==> config.mk <==
export PLATFORM = sky130hd
export DESIGN_NAME = demux_1to2_buf
export DESIGN_NICKNAME = d
export VERILOG_FILES = /design/src/rtl/demux_pkg.sv /design/src/rtl/demux_out_slot.sv /design/src/rtl/demux_1to2_buf.sv
export SDC_FILE = /design/constraint.sdc
export NUM_CORES = 1
export LEC_CHECK = 0
export BUFFER_PORTS_ARGS = -buffer_cell sky130_fd_sc_hd__buf_4
export CAP_MARGIN = 40
export CORE_MARGIN = 4
export CORE_UTILIZATION = 49
export DETAILED_ROUTE_END_ITERATION = 6
export GPL_TIMING_DRIVEN = 0
export PLACE_DENSITY = 0.88
export SLEW_MARGIN = 0
export SYNTH_ARGS = -nofsm -noshare
export SYNTH_HDL_FRONTEND = slang
export SYNTH_SLANG_ARGS = --single-unit
==> constraint.sdc <==
create_clock -name clk_i -period 2 [get_ports clk_i]
set_clock_uncertainty 0.05 [all_clocks]
set_input_delay 0.4 -clock clk_i [delete_from_list [all_inputs] [get_ports clk_i]]
set_output_delay 0.4 -clock clk_i [all_outputs]
set_load 0.01 [all_outputs]
==> src/rtl/demux_pkg.sv <==
// Shared constants for the 1-to-2 stream demultiplexer.
// DEMUX_SKID_EN selects 2-entry port slots; the default build uses 1-entry slots.
package demux_pkg;

  localparam logic SEL_PORT0 = 1'b0;
  localparam logic SEL_PORT1 = 1'b1;

`ifdef DEMUX_SKID_EN
  localparam int SLOT_DEPTH = 2;
`else
  localparam int SLOT_DEPTH = 1;
`endif

endpackage

==> src/rtl/demux_out_slot.sv <==
// Per-port output slot: 1 entry by default, 2-entry FIFO when DEMUX_SKID_EN is defined.
// The head entry drives the port directly, so data leaves straight from a register.
module demux_out_slot
  import demux_pkg::*;
#(
  parameter int size = 32
) (
  input  logic            clk_i,
  input  logic            rst_i,
  input  logic            push,
  input  logic [size-1:0] push_data,
  output logic            can_push,
  output logic            valid,
  input  logic            ready,
  output logic [size-1:0] data
);

  localparam logic [1:0] FULL_COUNT = 2'(SLOT_DEPTH);

  logic [1:0]      count;
  logic [size-1:0] head;
  logic            full;
  logic            do_push;
  logic            do_pop;
  logic            refill;
  logic [size-1:0] refill_data;

  assign full   = (count == FULL_COUNT);
  assign valid  = (count != 2'd0);
  assign data   = head;
  assign do_pop = valid & ready;

`ifdef DEMUX_SKID_EN
  // A full FIFO refuses a push even if it pops this edge, keeping can_push register-only.
  assign can_push = !full;
`else
  assign can_push = !full | do_pop;
`endif

  assign do_push = push & can_push;

`ifdef DEMUX_SKID_EN
  logic [size-1:0] tail;

  always_ff @(posedge clk_i) begin
    if (rst_i) begin
      tail <= '0;
    end else if (do_push && !do_pop && (count == 2'd1)) begin
      tail <= push_data;
    end
  end

  assign refill      = do_pop && (count == 2'd2);
  assign refill_data = tail;
`else
  assign refill      = 1'b0;
  assign refill_data = '0;
`endif

  always_ff @(posedge clk_i) begin
    if (rst_i) begin
      count <= 2'd0;
      head  <= '0;
    end else begin
      case ({do_push, do_pop})
        2'b10:   count <= count + 2'd1;
        2'b01:   count <= count - 2'd1;
        default: count <= count;
      endcase
      // New word becomes head only if the slot was empty or its sole entry leaves now.
      if (refill) begin
        head <= refill_data;
      end else if (do_push && ((count == 2'd0) || do_pop)) begin
        head <= push_data;
      end
    end
  end

endmodule

==> src/rtl/demux_1to2_buf.sv <==
// Registered 1-to-2 valid/ready demultiplexer; select_i steers each word to one port slot.
// Optional macro DEMUX_SKID_EN gives each port a 2-entry slot and a register-only ready_o.
module demux_1to2_buf
  import demux_pkg::*;
#(
  parameter int size = 32
) (
  input  logic            clk_i,
  input  logic            rst_i,
  input  logic            valid_i,
  output logic            ready_o,
  input  logic [size-1:0] data_i,
  input  logic            select_i,
  output logic            valid0_o,
  input  logic            ready0_i,
  output logic [size-1:0] data0_o,
  output logic            valid1_o,
  input  logic            ready1_i,
  output logic [size-1:0] data1_o
);

  logic can_push0;
  logic can_push1;
  logic push0;
  logic push1;
  logic accept;

  assign ready_o = !rst_i && ((select_i == SEL_PORT1) ? can_push1 : can_push0);
  assign accept  = valid_i & ready_o;
  assign push0   = accept & (select_i == SEL_PORT0);
  assign push1   = accept & (select_i == SEL_PORT1);

  demux_out_slot #(.size(size)) u_slot0 (
    .clk_i     (clk_i),
    .rst_i     (rst_i),
    .push      (push0),
    .push_data (data_i),
    .can_push  (can_push0),
    .valid     (valid0_o),
    .ready     (ready0_i),
    .data      (data0_o)
  );

  demux_out_slot #(.size(size)) u_slot1 (
    .clk_i     (clk_i),
    .rst_i     (rst_i),
    .push      (push1),
    .push_data (data_i),
    .can_push  (can_push1),
    .valid     (valid1_o),
    .ready     (ready1_i),
    .data      (data1_o)
  );

endmodule

### Yosys cells after proc, flatten, opt, wreduce, memory -nomap -nowiden

Cells that the tools add are included.

* $add $sub $neg: 4
* eq/ne operators: 6
* muxes and demuxes: 3
* bitwise gates (word level): 10
* reductions and logical operators: 14

Operators by type and width (count)
* 2-bit by 1-bit equality test with 1-bit output (second input constant): 4
* 2-bit case mux with 2 select lines: 2
* 2-bit nonzero test: 4
* 1-bit AND: 7
* 2-bit by 1-bit adder with 2-bit output (second input constant): 2
* 2-bit equality test (second input constant): 2
* 2-bit logical NOT: 2
* 2-bit by 1-bit subtractor with 2-bit output (second input constant): 2
* 1-bit logical AND: 3
* 1-bit logical NOT: 3
* 1-bit logical OR: 2
* 1-bit bitwise OR: 2
* 1-bit 2-to-1 mux: 1
* 1-bit inverter: 1

* register bits after elaboration: 68
* output and inout port bits: 67
* logic and storage cells: 41

### Longest topological paths before layout

* depth in word-level cells: 10
* depth in mapped cells: 9
* gate-level depth less buffers: 9

### Cells and area by module

Synthesis repeated with hierarchy kept, for this count alone.

* cells, all modules: 328
* area, all modules: 3338.2 µm²

By module, submodules not included
* demux_out_slot: instances 2, cells each 161, area each 1645.3 µm², sequential area each 680.7 µm²
* demux_1to2_buf: instances 1, cells each 6, area each 47.5 µm², sequential area each 0.0 µm²

### Least setup slack after synthesis

OpenSTA, ideal clock, no wires.

* path type: flip-flop to flip-flop
* from: register u_slot0.count[0]
* to: register u_slot0.count[0]
* arrival time: 1.662 ns
* slack: 0.159 ns
* cell stages (with the launch flop): 9
* clock period less this slack: 1.841 ns
* path through: dfxtp_1 > inv_1 > ha_1 > nor2b_1 > clkbuf_1 > o21ai_0 > ha_1 > xor2_1 > nor2_1

* word-level cells in the longest chain between the ends: 10

RTL lines
* start, declared: line demux_out_slot.sv:20 `logic [1:0] count;`
* start signal, assigned: line demux_out_slot.sv:66 `2'b10: count <= count + 2'd1;`
* start signal, assigned: line demux_out_slot.sv:67 `2'b01: count <= count - 2'd1;`
* start signal, assigned: line demux_out_slot.sv:68 `default: count <= count;`
* 2-bit by 1-bit equality test with 1-bit output or 2-bit nonzero test (tied branches): line demux_out_slot.sv:28, demux_out_slot.sv:29
* 1-bit logical NOT or 1-bit AND (tied branches): line demux_out_slot.sv:37, demux_out_slot.sv:31
* 1-bit bitwise OR: line demux_out_slot.sv:37 `assign can_push = !full | do_pop;`
* 1-bit 2-to-1 mux: line demux_1to2_buf.sv:28 `assign ready_o = !rst_i && ((select_i == SEL_PORT1) ? can_push1 : can_push0);`
* 1-bit logical AND: line demux_1to2_buf.sv:28
* 1-bit AND: line demux_1to2_buf.sv:29 `assign accept = valid_i & ready_o;`
* 1-bit AND: line demux_1to2_buf.sv:30 `assign push0 = accept & (select_i == SEL_PORT0);`
* 1-bit AND: line demux_out_slot.sv:40 `assign do_push = push & can_push;`
* 2-bit by 1-bit equality test with 1-bit output or 2-bit equality test (tied branches): line demux_out_slot.sv:65 `case ({do_push, do_pop})`
* 2-bit case mux with 2 select lines or 2-bit nonzero test (tied branches)

Parallel ways exist; a longest one is shown, timed or not.
A chain may end at the register's enable or synchronous reset.

### Worst setup path in the final report

* from: register u_slot1.count[0]
* to: output ready_o

* word-level cells in the longest chain between the ends: 5

RTL lines
* start, declared: line demux_out_slot.sv:20
* start signal, assigned: line demux_out_slot.sv:66
* start signal, assigned: line demux_out_slot.sv:67
* start signal, assigned: line demux_out_slot.sv:68
* 2-bit by 1-bit equality test with 1-bit output or 2-bit nonzero test (tied branches): line demux_out_slot.sv:28, demux_out_slot.sv:29
* 1-bit logical NOT or 1-bit AND (tied branches): line demux_out_slot.sv:37, demux_out_slot.sv:31
* 1-bit bitwise OR *: line demux_out_slot.sv:37
* 1-bit 2-to-1 mux *: line demux_1to2_buf.sv:28
* 1-bit logical AND *: line demux_1to2_buf.sv:28
* end, declared: line demux_1to2_buf.sv:11 `output logic ready_o,`

Every way passes the cells marked *; elsewhere a longest branch is shown, timed or not.

==> flow_summary.toml <==
[floorplanning]
design.core.area_mm2 = 0.005675
fp.dieH_um = 85.56
die_area_mm2 = 0.007321
io-pin-count = 105
rows = 27
die_w_um = 85.56
initial_core_util_pct = 51.94

[drt]
antenna_left = 0
drt_iter0_drc = 164
vias_per_cell = 5.668
first_pass_iters = 5
routed_wl_mm = 8.142
drc = 0
wl_per_cell_um = 16.58
vias = 2783

[final_layout]
final_nets = 458
drive_above_1_share_pct = 36.04
multi_input_area_mm2 = 0.001329
area_growth_pct = 38.54
fin_area_mm2 = 0.004084
filler_cell_count = 430
area.sequential_mm2 = 0.001364
instances_no_fill = 491
antenna_cells = 0

[placed_design]
dpl-instance-area_mm2 = 0.003819
gp_congestion = 0.8156
dpl.cell_count = 474
dp_hpwl_mm = 5.961
io_buffer_count = 104
post-place-ws_ns = -0.3079

[sta]
holdWs_ns = 0.2455
rsz0062_at_grt = "yes"
post-route-period-util_pct = 98.05
hold_viol = 0
worst_slack_ns = 0.03896
setup_viol = 0
max_freq_mhz = 509.9
slew_headroom_pct = 63.54
worstMarginPinSlew_ns = 0.5469
slew_viol_final = 0
min_period_ns = 1.961

[logic_synthesis]
ys_seq_area_share_pct = 46.18
synthCells = 298
syn_area_per_cell_um2 = 9.892
synth_ff_type = "dfxtp_1"
syn_nets = 342
synthTopCellsByArea = "dfxtp_1, mux2i_1, o41ai_1, o311ai_0, o311ai_1"
async_reset_ff_share_pct = 0
synth_edf_count = 0
yosysMostFrequentCell = "dfxtp_1"
syn-cell-area_mm2 = 0.002948
synth.top_cells.by_count = "dfxtp_1, nand2_1, inv_1"
ys_seq_elements = 68
yosysTopAreaCellShare_pct = 46.18
ys_warn_count = 0
synth.distinct_cells = 31
yosys.area.top_type = "dfxtp_1"

[setup_path]
r2r_end = "u_slot0.data[19]"
crit_start = "u_slot1.count[0]"
setup.worst_path.end = "ready_o"
endpoint_kind = "output pin"
worst_ep_arrival_time_ns = 1.51
path_buf_inv = 2
timing.rr.start = "u_slot0.count[1]"
slowest_stage = "dfxtp_2"
worst_path_largest_cell_delay_ns = 0.35
worstPathMaxFanout = 3
reg2reg_depth = 6
cp_cell_sequence = "inv_1 -> ha_1 -> nand2b_4 -> a311oi_1 -> buf_4"
cp_top_family = "flip-flops"
start_kind = "flop"
cp.required_ns = 1.55
worstSetupPathType = "reg -> out"
regToRegSetupSlack_ns = 0.14
crit_cells = 5

[grt]
grt_max_degree = 13
track_usage_pct = 22.30
grt.overflow.total = 0
grt_pass1_wl_mm = 13.12
antenna_found_initial = 0
grt_pass1_vias = 2844

[run]
drv_cap = 0

[clock_network]
cts_tree = "yes"
clock_latency_ns = 0.33
cts.sinks = 68
cts_made_buffers = 9
clkTransAtPathRegs_ns = 0.08
cts_hold_buf = 0
cts_buffer_depth = 2
htree_levels = 3
cts_root_buf = "clkbuf_8"

[hold_path]
holdPathStages = 2
min_path_type = "in -> reg"

[pwr]
peakVddDrop_mv = 0.6213
p_per_area_mw_per_mm2 = 1082
leakagePower_nw = 2.030

[status]
status = "complete, no violations"
## what timing repair did
action,in CTS,in global routing
buffers inserted,1,0
setup endpoints to repair,12,27
hold endpoints to repair,0,0
gates resized for setup,6,10
pin swaps,1,1
## worst reg2reg max path, stage by stage, from the launching register on
cell and delay, ns:
dfxtp_1 0.30, inv_1 0.09, ha_2 0.23, and2_1 0.16, clkbuf_1 0.33, clkbuf_1 0.45, o41ai_1 0.13
## cell type report
| type | count | area share [%] |
|---|---|---|
| Sequential cell | 68 | 33.39 |
| Multi-Input combinational cell | 167 | 32.54 |
| Timing Repair Buffer | 105 | 19.30 |
| Buffer | 30 | 3.983 |
| Clock buffer | 11 | 3.462 |
| Inverter | 33 | 3.033 |
| Tap cell | 72 | 2.206 |
| Clock inverter | 5 | 2.083 |
## worst min path at each step
stage / from / to
floorplan: u_slot0.count[1] / u_slot0.count[1]
global placement: u_slot1.data[8] / u_slot1.data[8]
detailed placement: u_slot1.data[8] / u_slot1.data[8]
CTS: data_i[25] / u_slot1.data[25]
global route: data_i[25] / u_slot1.data[25]
finish: data_i[25] / u_slot1.data[25]
## routing by layer
layer  share of wire [%]  global-route usage, %  vias up
li1                    -                      -     1315
met2                  48                  37.15      147
met4                 1.7                  10.50        0
met3                 9.6                  5.668       14
met1                  41                  26.86     1307
met5                   0                      0        -
## flip-flops by register name (all words and copies together) (netlist names)
register	count
u_slot1.data	32
u_slot0.data	32
u_slot0.count	2
u_slot1.count	2
## cells by family (layout without fill, tap and decap cells)
logic type	after synthesis	in the layout	share of synthesized area (%)
AOI/OAI and AO/OA	69	69	20.33
xor gates and xnor gates	4	4	1.188
adders and majority gates	6	6	2.547
buffers and inverters	63	184	9.508
DFF	68	68	46.18
muxes	32	32	11.21
and+or+nand+nor	56	56	9.041
## through the flow
step / utilization, % / power [mW] / TNS (ns)
after floorplan: - / 2.516 / 0
after global placement: 67.28 / 3.066 / -0.4921
after global routing: 71.96 / 4.641 / -0.05351
after detailed placement: 67.28 / 3.118 / -0.7028
final: 71.96 / 4.417 / 0
after CTS: 71.69 / 4.408 / 0
## layout by cell type (no fill, tap or decap), types with 2 or more instances in the layout
cell type / count
nand2_1: 34
o211ai_1: 8
dfxtp_2: 2
bufinv_16: 2
clkbuf_8: 10
a211oi_1: 2
clkbuf_1: 17
clkbuf_2: 5
buf_4: 106
o311ai_1: 15
nor2b_1: 9
buf_6: 5
inv_1: 33
o41ai_1: 23
mux2i_1: 24
mux2_2: 8
buf_2: 2
ha_1: 5
o311ai_0: 16
clkinv_4: 2
nor2_1: 5
dfxtp_1: 66
xor2_1: 4
## where the power goes
| part | switching (mW) | internal [mW] | total (mW) | leakage [nW] |
|---|---|---|---|---|
| clock | 0.522 | 0.741 | 1.26 | 0.110 |
| sequential | 0.116 | 1.57 | 1.68 | 0.556 |
| combinational | 0.833 | 0.639 | 1.47 | 1.36 |
| total | 1.47 | 2.95 | 4.42 | 2.03 |
Power figures use the tool's default switching activity.
